File: config.mk
export PLATFORM = sky130hd
export DESIGN_NAME = path_walker
export DESIGN_NICKNAME = d
export VERILOG_FILES = /design/src/rtl/path_walker.sv
export SDC_FILE = /design/constraint.sdc
export NUM_CORES = 1
export LEC_CHECK = 0
export BUFFER_PORTS_ARGS = -buffer_cell sky130_fd_sc_hd__buf_2
export CORE_MARGIN = 2
export CORE_UTILIZATION = 30
export DETAILED_ROUTE_END_ITERATION = 12
export GPL_ROUTABILITY_DRIVEN = 1
export SYNTH_ARGS = -nofsm -noshare
export SYNTH_HDL_FRONTEND = slang
export SYNTH_SLANG_ARGS = --single-unit
File: constraint.sdc
create_clock -name clk -period 2.9 [get_ports clk]
set_clock_uncertainty 0.15 [all_clocks]
set_input_delay 0.29 -clock clk [delete_from_list [all_inputs] [get_ports clk]]
set_output_delay 0.29 -clock clk [all_outputs]
set_load 0.005 [all_outputs]
File: src/rtl/path_walker.sv
// ============================================================================
//  Module      : path_walker
//  Description : Follows the path_dir pointers of a converged node grid from
//                a goal cell back to its source cell and streams every visited
//                coordinate and cost over a valid/ready interface. The grid is
//                read through a registered single-port lookup with one cycle
//                of latency.
//                Optional build macro PATH_WALKER_MONO_CHECK_EN adds a check
//                that costs strictly decrease along the walk (err = 4).
//  Revision    : 1.0 - initial release
// ============================================================================
`default_nettype none

module path_walker #(
    parameter int W         = 32,
    parameter int H         = 32,
    parameter int XW        = 5,
    parameter int YW        = 5,
    parameter int MAX_STEPS = 1024
) (
    input  logic          clk,
    input  logic          rst_n,
    input  logic          start,
    input  logic [XW-1:0] goal_x,
    input  logic [YW-1:0] goal_y,
    output logic          rd_en,
    output logic [XW-1:0] rd_x,
    output logic [YW-1:0] rd_y,
    input  logic [3:0]    rd_dir,
    input  logic [11:0]   rd_cost,
    output logic          out_valid,
    input  logic          out_ready,
    output logic [XW-1:0] out_x,
    output logic [YW-1:0] out_y,
    output logic [11:0]   out_cost,
    output logic          out_last,
    output logic          busy,
    output logic          done,
    output logic [2:0]    err
);

    localparam int c_step_w = (MAX_STEPS > 1) ? $clog2(MAX_STEPS) : 1;
    localparam logic [c_step_w-1:0] c_last_step = c_step_w'(MAX_STEPS - 1);
    localparam logic signed [XW:0]  c_x_max     = (XW + 1)'(W - 1);
    localparam logic signed [YW:0]  c_y_max     = (YW + 1)'(H - 1);
    localparam logic signed [XW:0]  c_x_pos     = (XW + 1)'(1);
    localparam logic signed [YW:0]  c_y_pos     = (YW + 1)'(1);
    localparam logic [11:0]         c_unreach   = 12'hFFF;

    typedef enum logic [2:0] {
        ST_IDLE = 3'd0,
        ST_READ = 3'd1,
        ST_WAIT = 3'd2,
        ST_EMIT = 3'd3,
        ST_DONE = 3'd4
    } state_t;

    state_t                r_state;
    logic                  r_rd_en;
    logic [XW-1:0]         r_cur_x;
    logic [YW-1:0]         r_cur_y;
    logic [XW-1:0]         r_next_x;
    logic [YW-1:0]         r_next_y;
    logic [11:0]           r_cost;
    logic                  r_last;
    logic                  r_out_valid;
    logic                  r_busy;
    logic                  r_done;
    logic [2:0]            r_err;
    logic [c_step_w-1:0]   r_step;

    logic signed [XW:0]    w_dx;
    logic signed [YW:0]    w_dy;
    logic signed [XW:0]    w_nx;
    logic signed [YW:0]    w_ny;
    logic                  w_first;
    logic                  w_off_grid;
    logic                  w_loop;
    logic                  w_force_last;
    logic [2:0]            w_err;

    // Decode the predecessor direction into signed x/y offsets (-1, 0, +1).
    always_comb begin
        w_dx = '0;
        w_dy = '0;
        case (rd_dir[2:0])
            3'd0: begin w_dx = '0;      w_dy = '1;      end
            3'd1: begin w_dx = c_x_pos; w_dy = '1;      end
            3'd2: begin w_dx = c_x_pos; w_dy = '0;      end
            3'd3: begin w_dx = c_x_pos; w_dy = c_y_pos; end
            3'd4: begin w_dx = '0;      w_dy = c_y_pos; end
            3'd5: begin w_dx = '1;      w_dy = c_y_pos; end
            3'd6: begin w_dx = '1;      w_dy = '0;      end
            default: begin w_dx = '1;   w_dy = '1;      end
        endcase
    end

    // Next coordinate is one bit wider so that stepping off either edge is visible.
    assign w_nx       = $signed({1'b0, r_cur_x}) + w_dx;
    assign w_ny       = $signed({1'b0, r_cur_y}) + w_dy;
    assign w_first    = (r_step == '0);
    assign w_off_grid = rd_dir[3] & (w_nx[XW] | (w_nx > c_x_max) | w_ny[YW] | (w_ny > c_y_max));
    assign w_loop     = rd_dir[3] & (r_step == c_last_step);

    // Classify the element being read; later checks take precedence over earlier ones.
    always_comb begin
        w_force_last = 1'b0;
        w_err        = 3'd0;
`ifdef PATH_WALKER_MONO_CHECK_EN
        // r_cost still holds the previous element's cost while in WAIT.
        if (!w_first && (rd_cost >= r_cost)) begin
            w_force_last = 1'b1;
            w_err        = 3'd4;
        end
`endif
        if (w_off_grid) begin
            w_force_last = 1'b1;
            w_err        = 3'd2;
        end
        if (w_loop) begin
            w_force_last = 1'b1;
            w_err        = 3'd3;
        end
    end

    // Walk controller: lookup, classify, emit with backpressure, finish.
    always_ff @(posedge clk or negedge rst_n) begin
        if (!rst_n) begin
            r_state     <= ST_IDLE;
            r_rd_en     <= 1'b0;
            r_cur_x     <= '0;
            r_cur_y     <= '0;
            r_next_x    <= '0;
            r_next_y    <= '0;
            r_cost      <= '0;
            r_last      <= 1'b0;
            r_out_valid <= 1'b0;
            r_busy      <= 1'b0;
            r_done      <= 1'b0;
            r_err       <= 3'd0;
            r_step      <= '0;
        end else begin
            case (r_state)
                ST_IDLE: begin
                    if (start) begin
                        r_cur_x <= goal_x;
                        r_cur_y <= goal_y;
                        r_err   <= 3'd0;
                        r_step  <= '0;
                        r_rd_en <= 1'b1;
                        r_busy  <= 1'b1;
                        r_state <= ST_READ;
                    end
                end
                ST_READ: begin
                    r_rd_en <= 1'b0;
                    r_state <= ST_WAIT;
                end
                ST_WAIT: begin
                    r_cost <= rd_cost;
                    if (w_first && (rd_cost == c_unreach)) begin
                        r_err   <= 3'd1;
                        r_done  <= 1'b1;
                        r_state <= ST_DONE;
                    end else begin
                        r_err       <= w_err;
                        r_last      <= ~rd_dir[3] | w_force_last;
                        r_next_x    <= w_nx[XW-1:0];
                        r_next_y    <= w_ny[YW-1:0];
                        r_out_valid <= 1'b1;
                        r_state     <= ST_EMIT;
                    end
                end
                ST_EMIT: begin
                    if (r_out_valid && out_ready) begin
                        r_out_valid <= 1'b0;
                        if (r_last) begin
                            r_done  <= 1'b1;
                            r_state <= ST_DONE;
                        end else begin
                            r_cur_x <= r_next_x;
                            r_cur_y <= r_next_y;
                            r_step  <= r_step + 1'b1;
                            r_rd_en <= 1'b1;
                            r_state <= ST_READ;
                        end
                    end
                end
                ST_DONE: begin
                    r_done  <= 1'b0;
                    r_busy  <= 1'b0;
                    r_state <= ST_IDLE;
                end
                default: begin
                    r_state <= ST_IDLE;
                end
            endcase
        end
    end

    assign rd_en     = r_rd_en;
    assign rd_x      = r_cur_x;
    assign rd_y      = r_cur_y;
    assign out_valid = r_out_valid;
    assign out_x     = r_cur_x;
    assign out_y     = r_cur_y;
    assign out_cost  = r_cost;
    assign out_last  = r_last;
    assign busy      = r_busy;
    assign done      = r_done;
    assign err       = r_err;

endmodule

`default_nettype wire
==> results.tsv, run 1 <==
stage	metric	value	unit
setup_path	cp.arrival	2.39	ns
global_routing	grt_max_degree	34	
logic_synthesis	yosysMostFrequentCell	nand2_1	
placed_design	hpwl	4.79	mm
sta	fin_ws	0.567	ns
setup_path	critical_path_class	reg -> reg	
route	viasPerCell	4.71	
global_routing	grt_pass1_vias	2265	
logic_synthesis	synth_cell_type_count	52	
cts	cts_setup_buffers	0	
logic_synthesis	synth-seq-cells	52	
cts	cts_made_buffers	5	
cts	path_clk_slew	0.10	ns
cts	cts.sinks	52	
logic_synthesis	yosysTopAreaCell	dfrtp_1	
cts	cts_tree	built	
floorplanning	start_util	31.0	%
sta	period_share	80.5	%
floorplanning	die_area	10400	µm²
route	drt_wl_total	6.45	mm
hold_path	min_path_type	in -> reg	
sta	hold_viol_final	0	
logic_synthesis	synth_xor_xnor_area_share	3.65	%
logic_synthesis	synth-simple-area-share	19.6	%
floorplanning	coreArea	9280	µm²
global_routing	gr-total-overflow	0	
logic_synthesis	synth_compound_area_share	11.5	%
cells_and_area	nets	397	
setup_path	cp_max_fo	15	
placed_design	port_buffers	68	
setup_path	r2r_slack	0.57	ns
logic_synthesis	syn-num-nets	337	
sta	setup_viol	0	
global_routing	grt_pass1_wl	11.1	mm
logic_synthesis	synthTopCellsByArea	dfrtp_1 (45%), nand2_1 (7.6%), ha_1 (5.2%), mux2i_1 (3.8%), buf_4 (2.9%)	
logic_synthesis	yosysWarnings	0	
cts	ctsLongestPathBuffers	2	
logic_synthesis	async_flop_share	100	%
cells_and_area	layout.cells.non_filler	483	
cts	cts_hold_buf	1	
logic_synthesis	ys.flop_type	dfrtp_1	
setup_path	crit_chain	or3b_2 > a21oi_4 > mux2_2	
sta	fmax	0.429	GHz
sta	rsz0062_at_grt	false	
logic_synthesis	synth_mux_area_share	7.87	%
logic_synthesis	syn_area_per_cell	9.82	µm²
logic_synthesis	synthTopCellsByCount	nand2_1 (58), dfrtp_1 (52), nor2_1 (21)	
route	drc_errors	0	
power	peakVddDrop	0.000457	V
setup_path	critPathBufInv	0	
cells_and_area	drive_gt1_share	28.2	%
placed_design	gp_congestion	0.780	
sta	drv_slew	0	
power	finalPower	3.29	mW
sta	worst_pin_slew	0.733	ns
cts	insertion_delay	0.31	ns
sta	fin_setup_tns	0	ns
route	drtPass1Iterations	4	
cts	cts-root-buf	clkbuf_8	
logic_synthesis	syn-cell-area	2880	µm²
setup_path	crit_slowest_cell	or3b_2	
global_routing	antenna_found_initial	0	
floorplanning	num_io_pins	70	
global_routing	gr-usage-all-layers	13.5	%
floorplanning	die_y	102	µm
cells_and_area	antenna_cells	0	
setup_path	cpPeakStageDelay	0.69	ns
floorplanning	rows	35	
setup_path	end_kind	flip-flop	
setup_path	cp.required	2.95	ns
logic_synthesis	synth_top_area_share	45.2	%
route	num_vias	2274	
sta	post-route-min-period	2.33	ns
cts	cts_resized	0	
logic_synthesis	yosysSeqAreaShare	45.2	%
placed_design	dp.cells	474	
power	power.density	968	nW/µm²
sta	max_slew_margin	50.6	%
power	p_leak	1.72	nW
setup_path	worstSetupStartpointType	flip-flop	
run	maxCapViolations	0	
logic_synthesis	synthAdderAreaFrac	6.61	%
logic_synthesis	synth_top_family_by_area	simple AND/OR/NAND/NOR gates	
route	ant_nets	0	
cells_and_area	syn_to_final_growth	18.2	%
setup_path	path_delay_family	simple AND/OR/NAND/NOR gates	
placed_design	place_ws	0.299	ns
logic_synthesis	synth_edf_count	0	
cts	cts_max_level	2	
route	wire_per_inst	13.4	µm
logic_synthesis	netlist_instances	293	
route	drt_iter0_markers	104	
status	status	finished, final reports clean	
floorplanning	die_x	102	µm
[cell families (layout without fill, tap and decap cells)]
group | after synthesis | in the layout
compound gates | 51 | 51
xor+xnor | 12 | 12
fa+ha+maj | 14 | 14
buf+inv | 27 | 88
flops | 52 | 52
mux | 20 | 20
other cells | 1 | 1
simple gates | 116 | 116
[layer usage]
metal	vias up	GRT usage, %	share of wire, %
met3	8	2.60	5.3
li1	1123	-	-
met5	-	0	0
met4	0	3.18	0.99
met1	1079	17.9	45
met2	64	23.0	48
[report_power, final]
| part | switching (mW) | internal (mW) |
|---|---|---|
| clock network | 0.251 | 0.194 |
| registers | 0.225 | 1.01 |
| logic | 0.845 | 0.764 |
| total | 1.32 | 1.97 |
[flip-flops by register name, indices dropped and copies added (netlist names)]
name       cells
out_valid      1
busy           1
rd_en          1
out_last       1
r_step        10
out_x          5
out_cost      12
r_state        3
r_next_y       5
out_y          5
err            2
r_next_x       5
done           1
[cell usage in the layout (no fill, tap or decap), drive strengths merged, types with 2 or more instances in the layout]
cell      Yosys  routed
dfrtp        52      52
nor3          4       4
buf          17      74
a21oi        13      13
and3          3       3
o21a          2       2
a21o          7       7
xnor2         5       5
nand4         7       7
xor2          7       7
mux2i        11      11
nor2         21      21
a211oi        3       3
and4          2       2
nand3         9       9
inv           5       5
mux2          9       9
clkbuf        5       6
o21ai        15      15
a311oi        2       2
fa            2       2
clkinvlp      0       2
or4           2       2
nor3b         2       2
nand2        58      58
ha           12      12
[stage by stage]
stage / hold slack, ns / cell area (µm²) / utilization [%]
after CTS: 0.00418 / 3400 / 36.6
after detailed placement: 0.128 / 3290 / 35.5
after floorplan: -0.156 / 2880 / -
final: 0.0163 / 3400 / 36.6
after global routing: 0.0258 / 3400 / 36.6
after global placement: 0.121 / 3290 / 35.5
[final timing paths]
path,start,endpoint,depth (start not counted)
max in group asynchronous,rst_n,r_step[1],3
worst min-delay path,rd_dir[3],out_last,2
worst max-delay path,r_state[0],r_next_x[1],3
min in group asynchronous,rst_n,out_cost[5],2
worst min register to register,out_cost[0],out_cost[0],2
worst max register to register,r_state[0],r_next_x[1],3
[final cells by class]
cell class	count	area, µm²
multi-input cells	214	1430
well taps	129	161
clock inverters	2	15.0
fillers	985	5880
flip-flops and latches	52	1300
repair buffers	75	395
clock buffers	6	82.6
inverters	5	18.8
(Power assumes the default switching activity.)
==> inputs of run 2 (changes only) <==
Settings changed: ABC_AREA set to 1.
Clock period 2.9 ns to 2.1 ns, I/O delays scaled along.
==> run 2 against run 1 <==
Against the previous run:
- area after synthesis is 7.7% higher
- sequential power is 38% higher
- setup slack worse by 0.30 ns
- via count is 20% higher
- global-route usage is 0.12 points higher
- routed wire length is 13% higher
- total power is 53% higher
- first-iteration DRC count is 12% lower
- core utilization is 0.51 points higher
- highest routed layer unchanged
- largest cell class unchanged
- cell count is 24% higher
- critical endpoint is now r_next_y[3]
==> results.tsv, run 2 <==
stage	metric	value	unit
power	swShare	43.9	%
route	wl_met3	361	µm
sta	setup_viol	0	
route	wire_per_inst	12.1	µm
sta	post-route-min-period	1.83	ns
cts	cts_max_level	2	
logic_synthesis	syn-cell-area	3100	µm²
sta	hold_viol_final	0	
cts	cts_setup_buffers	0	
cells_and_area	drive_gt1_share	26.8	%
run	maxCapViolations	0	
logic_synthesis	ys.flop_type	dfrtp_1	
cells_and_area	antenna_cells	0	
route	num_vias	2728	
hold_path	hold_start	goal_y[1]	
cts	cts_tree	built	
sta	worst_pin_slew	0.513	ns
global_routing	gr-total-overflow	0	
route	drt_wl_total	7.26	mm
floorplanning	coreArea	10200	µm²
power	internal_power	2.82	mW
global_routing	grt_pass1_wl	12.5	mm
route	m1WireLength	3.40	mm
sta	rsz0062_at_grt	false	
power	pwr-share-seq	34.0	%
global_routing	antenna_found_initial	0	
route	top_layer_used	met4	
sta	fin_setup_tns	0	ns
setup_path	end_kind	flip-flop	
route	ant_nets	0	
power	power.density	1330	nW/µm²
logic_synthesis	synthTopCellsByCount	nand2_1 (117), dfrtp_1 (52), inv_1 (35)	
logic_synthesis	syn-num-nets	430	
cells_and_area	syn_to_final_growth	22.1	%
hold_path	min_path_type	in -> reg	
power	p_leak	1.99	nW
setup_path	cp_max_fo	17	
global_routing	grt_pass1_vias	2696	
status	status	finished, final reports clean	
logic_synthesis	synth-seq-cells	52	
cts	path_clk_slew	0.11	ns
logic_synthesis	yosysWarnings	0	
route	drt_iter0_markers	92	
setup_path	critical_path_class	reg -> reg	
sta	fmax	0.546	GHz
sta	drv_slew	0	
placed_design	gp_congestion	0.866	
cells_and_area	largest_register_ffs	12	
setup_path	r2r_slack	0.27	ns
cts	ctsLongestPathBuffers	2	
route	wl_met2	3.44	mm
power	peakVddDrop	0.000531	V
cts	cts.sinks	52	
power	power.switching	2.20	mW
cells_and_area	final_common_cell	nand2_1	
logic_synthesis	yosysTopAreaCell	dfrtp_1	
logic_synthesis	synth_top_area_share	42.0	%
floorplanning	die_area	11200	µm²
cts	cts_made_buffers	5	
floorplanning	die_y	106	µm
logic_synthesis	synth_cell_type_count	34	
setup_path	r2r_start	r_state[2]	
hold_path	hold_end	out_y[1]	
logic_synthesis	netlist_instances	386	
logic_synthesis	syn_area_per_cell	8.02	µm²
cells_and_area	final_cell_mix	nand2_1 (117), buf_2 (68), dfrtp_1 (52)	
sta	hold_ws	0.0758	ns
cts	cts-root-buf	clkbuf_8	
setup_path	r2r_cells	6	
setup_path	cp.required	2.18	ns
setup_path	cp.arrival	1.91	ns
logic_synthesis	yosysSeqAreaShare	42.0	%
floorplanning	rows	37	
floorplanning	die_x	106	µm
setup_path	worstReg2RegEnd	r_next_y[3]	
power	combPwrFrac	52.0	%
placed_design	port_buffers	68	
logic_synthesis	synthTopCellsByArea	dfrtp_1 (42%), nand2_1 (14%), ha_1 (4.8%), nand3_1 (4.7%), inv_1 (4.2%)	
sta	period_share	87.3	%
floorplanning	num_io_pins	70	
logic_synthesis	synth_edf_count	0	
route	drtPass1Iterations	4	
logic_synthesis	yosysMostFrequentCell	nand2_1	
global_routing	grt_max_degree	33	
power	clock_power_share	14.0	%
cells_and_area	nets	505	
setup_path	worstSetupStartpointType	flip-flop	
floorplanning	start_util	30.4	%
cts	insertion_delay	0.31	ns
global_routing	gr-usage-all-layers	13.6	%
hold_path	min_path_cells	3	
sta	max_slew_margin	65.8	%
route	drc_errors	0	
placed_design	hpwl	5.43	mm
route	viasPerCell	4.56	
logic_synthesis	async_flop_share	100	%
==> run 2: changes by cell type in the layout (fill, tap and decap cells not counted), moves of 4 or more <==
| cell | delta |
|---|---|
| a21o_1 | -7 |
| a21oi_1 | -4 |
| dlygate4sd3_1 | +12 |
| inv_1 | +29 |
| mux2_2 | -5 |
| mux2_4 | -4 |
| mux2i_1 | -11 |
| nand2_1 | +59 |
| nand2_2 | +11 |
| nand3_1 | +20 |
| o21ai_0 | +9 |
| o21ai_2 | +10 |
| or2_2 | +8 |
==> run 2: area by class of cell <==
cell class / count / area, µm²
clock buffers: 5 / 68.8
clock inverters: 3 / 42.5
fillers: 1050 / 6400
inverters: 38 / 148
multi-input cells: 275 / 1500
flip-flops and latches: 52 / 1300
well taps: 136 / 170
repair buffers: 89 / 556
==> run 2: how the worst max path moves through the flow <==
stage / start / endpoint / slack [ns] / depth (start not counted)
2_1_floorplan: out_x[0] / r_next_x[4] / 0.43 / 7
3_3_place_gp: rd_dir[1] / out_last / 0.19 / 15
3_5_place_dp: rd_dir[0] / err[1] / 0.08 / 15
4_1_cts: r_state[2] / err[0] / 0.22 / 6
5_1_grt: r_state[2] / r_next_x[3] / 0.08 / 6
6_report: r_state[2] / r_next_y[3] / 0.27 / 6
==> run 2: cells by family after synthesis <==
| kind of cell | synth area share (%) |
|---|---|
| AND/OR/NAND/NOR | 30.7 |
| buffers and inverters | 9.70 |
| flip-flops | 42.0 |
| AO/OA/AOI/OAI | 9.33 |
| adder cells (fa/ha/maj) | 6.14 |
| XOR/XNOR | 1.98 |
| other | 0.121 |
==> run 2: metrics by stage <==
step                instances  setup WS [ns]  power (mW)  cell area (µm²)  utilization (%)
global placement          577          0.191        4.26             3540             34.8
detailed placement        577         0.0785        4.34             3540             34.8
finish                    598          0.267        5.02             3780             37.1
floorplan                 386          0.425        3.65             3100                -
global route              598         0.0773        5.51             3780             37.1
CTS                       598          0.223        5.09             3780             37.1
==> run 2: repair_timing <==
action                                  in CTS  in global routing
hold buffers                                13                  0
hold endpoints to repair                    32                  0
endpoints found under the setup margin       0                  1
resized for setup                            0                  1
==> run 2: routing by layer <==
layer,up-vias,GRT usage [%]
met5,-,0
met3,8,3.53
met4,0,1.88
met2,69,22.9
met1,1276,18.2
li1,1375,-
==> run 2: power groups by stage <==
| stage | clock network (mW) | logic [mW] | registers, mW |
|---|---|---|---|
| finish | 0.705 | 2.61 | 1.71 |
| global route | 0.773 | 2.96 | 1.78 |
| CTS | 0.740 | 2.64 | 1.71 |
| detailed placement | 0 | 2.62 | 1.72 |
| global placement | 0 | 2.54 | 1.72 |
| floorplan | 0 | 1.95 | 1.70 |
==> run 2: worst max-delay path, cell delays in order (launching register included) <==
cell	delay, ns
dfrtp_1	0.40
inv_2	0.09
nand2_2	0.10
nor2_1	0.40
nand2_2	0.21
buf_12	0.20
o21ai_0	0.19
